### src/rtl/multi_collision_controller.sv
`default_nettype none
// ============================================================================
// Module      : multi_collision_controller
// Description : Primary-object (ball) collision detector with per-frame hit
//               pulses, frame hit mask and saturating hit counter. Optional
//               per-channel frame holdoff when COLLISION_HOLDOFF_EN is defined.
// Revision    : 1.0 - initial release
// ============================================================================
module multi_collision_controller #(
    parameter int N_OBJ          = 4,
    parameter int CNT_W          = 8,
    parameter int MODE           = 0,
    parameter int HOLDOFF_FRAMES = 2
) (
    input  logic               clk,
    input  logic               resetN,
    input  logic               startOfFrame,
    input  logic [N_OBJ-1:0]   drawing_request,
    input  logic               clear_hits,
    output logic [N_OBJ-2:0]   collision,
    output logic [N_OBJ-2:0]   hit_pulse,
    output logic [N_OBJ-2:0]   frame_hits,
    output logic               frame_valid,
    output logic [CNT_W-1:0]   total_hits
);

    localparam int c_NCH  = N_OBJ - 1;
    localparam int c_PC_W = 4;

    if (N_OBJ < 2 || N_OBJ > 8 || MODE < 0 || MODE > 1 || CNT_W < 1 ||
        HOLDOFF_FRAMES < 1 || HOLDOFF_FRAMES > 15) begin : g_param_check
        $error("multi_collision_controller: illegal parameter value");
    end

    logic [c_NCH-1:0] w_blocked;
    logic [c_NCH-1:0] w_pulse;
    logic [c_NCH-1:0] r_hit;
    logic [c_NCH-1:0] r_acc;
    logic [c_NCH-1:0] r_frame_hits;
    logic             r_frame_valid;
    logic [CNT_W-1:0] r_total;

    assign collision = {c_NCH{drawing_request[0]}} & drawing_request[N_OBJ-1:1];

    // Flags are cleared combinationally on startOfFrame so an overlap in that
    // cycle is judged against the new frame. A held-off overlap still marks the
    // flag: the frame's first contact is consumed even when its pulse is muted.
    if (MODE == 0) begin : g_mode_per_channel
        logic [c_NCH-1:0] r_flag;
        logic [c_NCH-1:0] w_flag_eff;

        assign w_flag_eff = startOfFrame ? '0 : r_flag;
        assign w_pulse    = collision & ~w_flag_eff & ~w_blocked;

        always_ff @(posedge clk or negedge resetN) begin
            if (!resetN) r_flag <= '0;
            else         r_flag <= w_flag_eff | collision;
        end
    end else begin : g_mode_shared
        logic             r_flag;
        logic             w_flag_eff;
        logic [c_NCH-1:0] w_cand;

        assign w_flag_eff = startOfFrame ? 1'b0 : r_flag;
        assign w_cand     = (w_flag_eff ? '0 : collision) & ~w_blocked;
        // Isolate the lowest set bit so only one channel wins per frame.
        assign w_pulse    = w_cand & (-w_cand);

        always_ff @(posedge clk or negedge resetN) begin
            if (!resetN) r_flag <= 1'b0;
            else         r_flag <= w_flag_eff | (|collision);
        end
    end

`ifdef COLLISION_HOLDOFF_EN
    localparam logic [3:0] c_HOLD_LOAD = 4'(HOLDOFF_FRAMES);
    logic [c_NCH-1:0] w_load;

    assign w_load = (MODE == 1) ? {c_NCH{|w_pulse}} : w_pulse;

    for (genvar k = 0; k < c_NCH; k++) begin : g_holdoff
        logic [3:0] r_cnt;

        assign w_blocked[k] = (r_cnt != 4'd0);

        always_ff @(posedge clk or negedge resetN) begin
            if (!resetN)                         r_cnt <= 4'd0;
            else if (w_load[k])                  r_cnt <= c_HOLD_LOAD;
            else if (startOfFrame && w_blocked[k]) r_cnt <= r_cnt - 4'd1;
        end
    end
`else
    assign w_blocked = '0;
`endif

    always_ff @(posedge clk or negedge resetN) begin
        if (!resetN) begin
            r_hit         <= '0;
            r_acc         <= '0;
            r_frame_hits  <= '0;
            r_frame_valid <= 1'b0;
        end else begin
            r_hit         <= w_pulse;
            r_frame_valid <= startOfFrame;
            if (startOfFrame) begin
                r_frame_hits <= r_acc;
                r_acc        <= w_pulse;
            end else begin
                r_acc        <= r_acc | w_pulse;
            end
        end
    end

    logic [c_PC_W-1:0]       w_popcnt;
    logic [CNT_W+c_PC_W-1:0] w_sum;
    logic [CNT_W-1:0]        w_total_next;

    always_comb begin
        w_popcnt = '0;
        for (int i = 0; i < c_NCH; i++) begin
            w_popcnt = w_popcnt + c_PC_W'(r_hit[i]);
        end
    end

    assign w_sum        = {{c_PC_W{1'b0}}, r_total} + {{CNT_W{1'b0}}, w_popcnt};
    assign w_total_next = (w_sum[CNT_W+c_PC_W-1:CNT_W] != '0) ? '1 : w_sum[CNT_W-1:0];

    always_ff @(posedge clk or negedge resetN) begin
        if (!resetN)         r_total <= '0;
        else if (clear_hits) r_total <= '0;
        else                 r_total <= w_total_next;
    end

    assign hit_pulse   = r_hit;
    assign frame_hits  = r_frame_hits;
    assign frame_valid = r_frame_valid;
    assign total_hits  = r_total;

endmodule
`default_nettype wire

### config.mk
export PLATFORM = sky130hd
export DESIGN_NAME = multi_collision_controller
export DESIGN_NICKNAME = d
export VERILOG_FILES = /design/src/rtl/multi_collision_controller.sv
export SDC_FILE = /design/constraint.sdc
export NUM_CORES = 1
export LEC_CHECK = 0
export BUFFER_PORTS_ARGS = -buffer_cell sky130_fd_sc_hd__buf_2
export CAP_MARGIN = 20
export CORE_MARGIN = 2
export CORE_UTILIZATION = 44
export CTS_CLUSTER_DIAMETER = 150
export DETAILED_ROUTE_END_ITERATION = 6
export PLACE_DENSITY = 0.72
export RECOVER_POWER = 100
export SYNTH_ARGS = -nofsm -noshare
export SYNTH_HDL_FRONTEND = slang
export SYNTH_SLANG_ARGS = --single-unit
### constraint.sdc
create_clock -name clk -period 2.1 [get_ports clk]
set_input_delay 0.105 -clock clk [delete_from_list [all_inputs] [get_ports clk]]
set_output_delay 0.105 -clock clk [all_outputs]
set_load 0.02 [all_outputs]
==> summary.md, run 1 <==
| Metric | Value |
|---|---|
| R2R Path End | total_hits[4]$_DFF_PN0_ |
| Gpl congestion | 0.858 |
| Antenna cells | 0 |
| Final WS setup | roughly 0.014 ns |
| GRT Util Overall | 0.160 |
| Fin Clk Skew | roughly 0.0057 ns |
| Ys Warns | 0 |
| DRC viols | 0 |
| Crit-path max FO | 4 |
| Outcome | finished, final reports clean |
| Grt ovf | 0 |
| Hold_ws | roughly 0.057 ns |
| Slew headroom | 0.256 |
| Pre-CTS setup slack | -0.0315 ns |
| FF-to-FF Start | hit_pulse[1]$_DFF_PN0_ |
| Die Wd | 49.5 um |
| Top Ports | 26 |
| Layout cell share with drive strength beyond 1 | 0.311 |
| Syn Area/Cell | between 10 and 15 um^2 |
| Clk Latency, worst-skew pair | 0.31 ns |
| Worst VDD drop | between 500 and 600 uV |
| Worst slew pin tran | between 1 and 1.5 ns |
| Sw Share | 0.302 |
| Iter 0 DRT Violations | 5 |
| Largest family of logic cells by synthesized area | simple AND/OR/NAND/NOR gates |
| Final instance area | between 1000 and 1500 um^2 |
| Critical path depth | 6 |
| Netlist cell types | 26 |
| Final ANT Viol Nets | 0 |
| CTS clk-pin slew, worst paths | 0.13 ns |
| Vias in the first global route | 650 |
| Final layout net count | between 100 and 150 |
| Final period util | 0.994 |
| Mapped Cells | 75 |
| Clock Path Buffers | 2 |
| Antenna violations before repair | 0 |
| Core region area | 1960 um^2 |
| CTS H-tree lvls | 1 |
| Post-synthesis adder-cell area fraction | 0.0714 |
| Max-slew violation count | 0 |
| Via density | 5.29 |
| Psw | 0.249 mW |
| Post-DP Area | between 1000 and 1500 um^2 |
| Die Y-Extent | a little under 50 um |
| Most common cell after layout, fill and taps aside | dfrtp_1 |
| Power share of the clock group | 0.247 |
| TritonCTS Buffers | 3 |
| DP Wirelength | between 1000 and 1500 um |
| Drt total wl | 1740 um |
| Layout Utilization | 0.585 |
| PwrDens | about 720 nW/um^2 |
| Worst Path Required | between 2 and 2.5 ns |
| Cells on worst reg2reg path | 6 |
| Synth Area in Compound Gates | 0.139 |
| CTS sink count | 21 |
| Leakage | between 0.5 and 0.6 nW |
| Crit path kind | register to register |
| Combinational Power Share | 0.194 |
| Unrepaired setup endpoints after global routing | true |
| Bufs and invs on worst path | 0 |
| Max frequency | around 0.48 GHz |
| First-pass GRT wire length | between 2000 and 3000 um |
| DR vias | ~700 |
| Critical Path Start | hit_pulse[1]$_DFF_PN0_ |
| Die area | about 2500 um^2 |
| Initial Util | 0.464 |
| Area growth syn-to-layout | 26.0% |
| I/O Buffers | 25 |
| Min Clock Period, post-route | roughly 2.1 ns |
| Final hold vios | 0 |
| #FFs+latches synth | 21 |
| Max-cap violations | 0 |
| Xor and xnor area share after synthesis | 0 |
| CTS Root Buffer Type | clkbuf_4 |
| Register share of total power | 0.558 |
| Critical Path AT | 2.31 ns |
| Startpoint Class | register |
| Detailed-route wire length per cell | 13.1 um |
| Syn nets | between 80 and 90 |
| Post-synthesis instance area | roughly 900 um^2 |
| Min-delay worst type | input pin to register |
| Sequential fraction of the synthesis area | 0.577 |
| Critical path endpoint | total_hits[4]$_DFF_PN0_ |
| Kind of end point of the critical path | register |
| Mux contribution to synthesized area | 0.0371 |
| CTS tree | done |
| Crit-path cells | fa_1, ha_4, fa_2, nand4_1, o21ai_1, a211oi_2 |
| Pint | around 0.58 mW |
| Row count | 16 |
| Number of setup violations in the final report | 0 |
| Slowest CP cell | fa_1 |
| Cell family with most CP delay | adder cells |
| Commonest non-fill, non-tap cells in the layout | dfrtp_1, buf_2, clkbuf_1, a21o_1 |
| Pin count of the biggest net entering global routing | 22 |
| Simple-gate area share of the yosys netlist | 0.155 |
| First-pass DRT Iterations | 4 |
| Setup slack, reg-to-reg | 0.01 ns |
| Slowest Stage Delay on Critical Path | approximately 0.52 ns |
==> state kept, by name, summed over array words and instances (netlist names) <==
name	flops
total_hits	8
g_mode_per_channel.r_flag	3
hit_pulse	3
frame_hits	3
r_acc	3
frame_valid	1
==> cell usage after synthesis <==
master	number	share of area
nand3_1	2	0.011
a21boi_0	1	0.0082
and2_2	1	0.0082
buf_1	1	0.0041
and2_1	5	0.034
a211oi_1	2	0.016
and3_2	1	0.0082
mux2_2	3	0.037
ha_1	2	0.027
dfrtp_1	21	0.58
inv_1	4	0.016
nor3_1	1	0.0055
a311oi_1	1	0.0096
nor4bb_1	1	0.011
a21o_1	5	0.041
and4_4	1	0.012
o21ai_0	3	0.016
or3_1	2	0.014
a31oi_1	3	0.021
a21oi_1	3	0.016
nand2b_1	4	0.027
fa_1	2	0.044
nor2_1	2	0.0082
nand2_1	2	0.0082
a41oi_1	1	0.0096
nand4_1	1	0.0069
==> metal layers <==
metal  vias to the layer above  wire length [um]  global-route usage
met2                        11               838               0.243
li1                        331                 -                   -
met1                       359               838               0.226
met3                         2                48              0.0273
met5                         -                 0                   0
met4                         0                13              0.0741
==> worst min-delay path by stage <==
stage	to	from	slack [ns]	depth (start not counted)
6_report	total_hits[0]$_DFF_PN0_	clear_hits	0.06	2
5_1_grt	total_hits[1]$_DFF_PN0_	clear_hits	0.05	2
4_1_cts	total_hits[1]$_DFF_PN0_	clear_hits	0.04	2
3_5_place_dp	g_mode_per_channel.r_flag[1]$_DFF_PN0_	resetN	0.08	1
3_3_place_gp	g_mode_per_channel.r_flag[1]$_DFF_PN0_	resetN	0.08	1
2_1_floorplan	frame_hits[0]$_DFFE_PN0P_	resetN	-0.19	0
==> metrics by stage <==
step / power [mW] / std cells / setup TNS (ns)
global placement: 0.617 / 127 / 0
CTS: 0.833 / 133 / 0
global route: 0.867 / 133 / -0.127
detailed placement: 0.625 / 127 / -0.0563
floorplan: 0.561 / 75 / 0
finish: 0.825 / 133 / 0
==> power by group through the flow <==
stage               clock network (mW)  registers [mW]  logic [mW]
floorplan                            0           0.494      0.0671
global placement                     0           0.466       0.151
detailed placement                   0           0.468       0.157
CTS                              0.210           0.460       0.163
global route                     0.222           0.466       0.179
finish                           0.204           0.460       0.160
==> layout make-up <==
cell class | count | area, um^2
clock inverter | 1 | 7.51
clock buffer | 3 | 22.5
timing repair buffer | 28 | 140
sequential | 21 | 528
tap | 27 | 33.8
inverter | 4 | 15.0
multi-input combinational | 49 | 400
fill | 188 | 815
==> cell families after synthesis <==
kind of cell / Yosys count
muxes: 3
buffers and inverters: 5
DFF: 21
AOI/OAI and AO/OA: 19
and+or+nand+nor: 23
adders and majority gates: 4
==> what timing repair did <==
action	CTS	global route
setup endpoints to repair	6	6
endpoints found under the hold margin	22	0
hold buffers	2	0
setup buffers	0	0
resized for setup	2	5
pin swaps	2	7
Note: power is estimated with default switching activity, not from simulation.
==> run 2, diff against run 1 <==
--- a/config.mk
+++ b/config.mk
@@ -8,10 +8,10 @@
 export BUFFER_PORTS_ARGS = -buffer_cell sky130_fd_sc_hd__buf_2
 export CAP_MARGIN = 20
 export CORE_MARGIN = 2
-export CORE_UTILIZATION = 44
+export CORE_UTILIZATION = 45
 export CTS_CLUSTER_DIAMETER = 150
 export DETAILED_ROUTE_END_ITERATION = 6
-export PLACE_DENSITY = 0.72
+export PLACE_DENSITY = 0.71
 export RECOVER_POWER = 100
 export SYNTH_ARGS = -nofsm -noshare
 export SYNTH_HDL_FRONTEND = slang
==> constraint.sdc (replaced) <==
create_clock -name clk -period 2.3 [get_ports clk]
set_input_delay 0.115 -clock clk [delete_from_list [all_inputs] [get_ports clk]]
set_output_delay 0.115 -clock clk [all_outputs]
set_load 0.02 [all_outputs]
==> run 2 against run 1 <==
Net effect: clock skew is 0.0038 ns lower; sequential power is 8.9% lower; worst hold slack better by 0.0058 ns; routed wire length is 6.4% lower; clock power is 16% lower.
==> summary.md, run 2 (synthesis gave the netlist of run 1 again) <==
| Metric | Value |
|---|---|
| CTS H-tree lvls | 1 |
| Hold endpoint | total_hits[5]$_DFF_PN0_ |
| Slowest CP cell | fa_1 |
| Bufs and invs on worst path | 0 |
| Antenna cells | 0 |
| PwrDens | about 660 nW/um^2 |
| CTS sink count | 21 |
| Unrepaired setup endpoints after global routing | false |
| Crit-path cells | fa_1, ha_1, fa_2, and2_2, a41oi_1, nor3_1 |
| Final hold vios | 0 |
| Most common cell after layout, fill and taps aside | dfrtp_1 |
| Layout cell share with drive strength beyond 1 | 0.152 |
| First-pass DRT Iterations | 4 |
| Filler cells | approximately 190 |
| Iter 0 DRT Violations | 13 |
| CTS clk-pin slew, worst paths | approximately 0.11 ns |
| Worst Hold Depth | 2 |
| Placed cells | approximately 130 |
| First-pass GRT wire length | between 2000 and 3000 um |
| Vias in the first global route | between 600 and 700 |
| Pin count of the biggest net entering global routing | 22 |
| Fin Clk Skew | between 0.0015 and 0.002 ns |
| Worst slew pin tran | roughly 1.1 ns |
| Final period util | 0.925 |
| Final ANT Viol Nets | 0 |
| Max-slew violation count | 0 |
| Max-cap violations | 0 |
| DR vias | ~660 |
| Die area | 2400 um^2 |
| Core region area | between 1500 and 2000 um^2 |
| Outcome | finished, final reports clean |
| Crit-path max FO | 4 |
| R2R Path End | total_hits[6]$_DFF_PN0_ |
| Leakage | between 0.5 and 0.6 nW |
| Antenna violations before repair | 0 |
| Die Y-Extent | between 40 and 50 um |
| Initial Util | 0.469 |
| Startpoint Class | register |
| Cell family with most CP delay | adder cells |
| DRC viols | 0 |
| Min-delay worst type | input pin to register |
| GRT Util Overall | 0.157 |
| Post-DP Area | around 1100 um^2 |
| Gpl congestion | between 0.8 and 0.9 |
| I/O Buffers | 25 |
| Die Wd | a little under 50 um |
| Slew headroom | 0.277 |
| TritonCTS Buffers | 3 |
| Non-filler cells, final | approximately 130 |
| Cells on worst reg2reg path | 6 |
| Crit path kind | register to register |
| Via density | 4.98 |
| Slowest Stage Delay on Critical Path | around 0.48 ns |
| Worst VDD drop | 429 uV |
| Clk Latency, worst-skew pair | approximately 0.29 ns |
| Number of setup violations in the final report | 0 |
| Clock Path Buffers | 2 |
| Kind of end point of the critical path | register |
| Max frequency | about 0.47 GHz |
| Critical Path AT | 2.31 ns |
| DP Wirelength | 1230 um |
| Setup slack, reg-to-reg | 0.17 ns |
| CTS tree | done |
| Commonest non-fill, non-tap cells in the layout | dfrtp_1, clkbuf_1, a21o_1, buf_2 |
| Worst Path Required | 2.48 ns |
| Row count | 16 |
| Min Clock Period, post-route | around 2.1 ns |
| Final setup TNS | 0 ns |
| FF-to-FF Start | hit_pulse[0]$_DFF_PN0_ |
| Grt ovf | 0 |
| Final layout net count | 118 |
| CTS Root Buffer Type | clkbuf_4 |
| Drt total wl | ~1600 um |
| Top Ports | 26 |
| Max FFs per register | 8 |
| Final instance area | 1090 um^2 |
| Hold_sp | clear_hits |
| Area growth syn-to-layout | 19.8% |
| Detailed-route wire length per cell | approximately 12 um |
==> run 2: cell types whose count changed in the layout (fill, tap and decap cells not counted), moves of 2 or more <==
cell	before	now
clkbuf_1	10	20
dfrtp_1	19	21
buf_2	15	5
dfrtp_2	2	0
==> run 2: layout make-up <==
class	count	area, um^2	share of cell area
tap	27	33.8	0.0310
sequential	21	526	0.482
clock buffer	3	22.5	0.0206
timing repair buffer	27	120	0.110
clock inverter	1	5.00	0.00459
multi-input combinational	49	369	0.338
inverter	4	15.0	0.0138
==> run 2: routing by layer <==
layer  wire length [um]  share of wire  vias to the layer above  GRT usage
met5                  0              0                        -          0
met4                 13         0.0080                        0     0.0429
met3                 57          0.035                        2     0.0307
met2                787           0.48                        9      0.242
met1                767           0.47                      317      0.229
li1                   -              -                      329          -
==> run 2: worst reg2reg max path: cells and delay by family, from the launching register on <==
kind	cells	cell delay [ns]
AOI/OAI and AO/OA	1	0.21
adders and majority gates	3	1.09
DFF	1	0.41
and+or+nand+nor	2	0.31
==> run 2: through the flow <==
step | setup WS [ns] | util | hold slack [ns] | power, mW
5_1_grt | 0.0598 | 0.562 | 0.0502 | 0.772
6_report | 0.172 | 0.562 | 0.0630 | 0.724
4_1_cts | 0.107 | 0.573 | 0.0511 | 0.743
3_3_place_gp | 0.152 | 0.549 | 0.0893 | 0.560
3_5_place_dp | 0.135 | 0.549 | 0.0900 | 0.565
2_1_floorplan | 0.125 | - | -0.181 | 0.511
==> run 2: how the worst max path moves through the flow <==
stage	start	end	slack [ns]	depth (start not counted)
after detailed placement	hit_pulse[0]$_DFF_PN0_	total_hits[6]$_DFF_PN0_	0.13	6
after global placement	hit_pulse[0]$_DFF_PN0_	total_hits[6]$_DFF_PN0_	0.15	6
final	hit_pulse[0]$_DFF_PN0_	total_hits[6]$_DFF_PN0_	0.17	6
after CTS	hit_pulse[0]$_DFF_PN0_	total_hits[6]$_DFF_PN0_	0.11	6
after floorplan	hit_pulse[0]$_DFF_PN0_	total_hits[6]$_DFF_PN0_	0.13	6
after global routing	hit_pulse[0]$_DFF_PN0_	total_hits[6]$_DFF_PN0_	0.06	6
==> run 2: report_power, final <==
group / switching (mW) / internal, mW
combinational: 0.0833 / 0.0501
clock: 0.107 / 0.0646
sequential: 0.0196 / 0.399
total: 0.210 / 0.514
==> run 2: what timing repair did <==
action                                  CTS  global route
setup buffers                             0             0
endpoints found under the hold margin    22             0
gates resized for setup                   0             1
hold buffers                              2             0
endpoints found under the setup margin    0             3
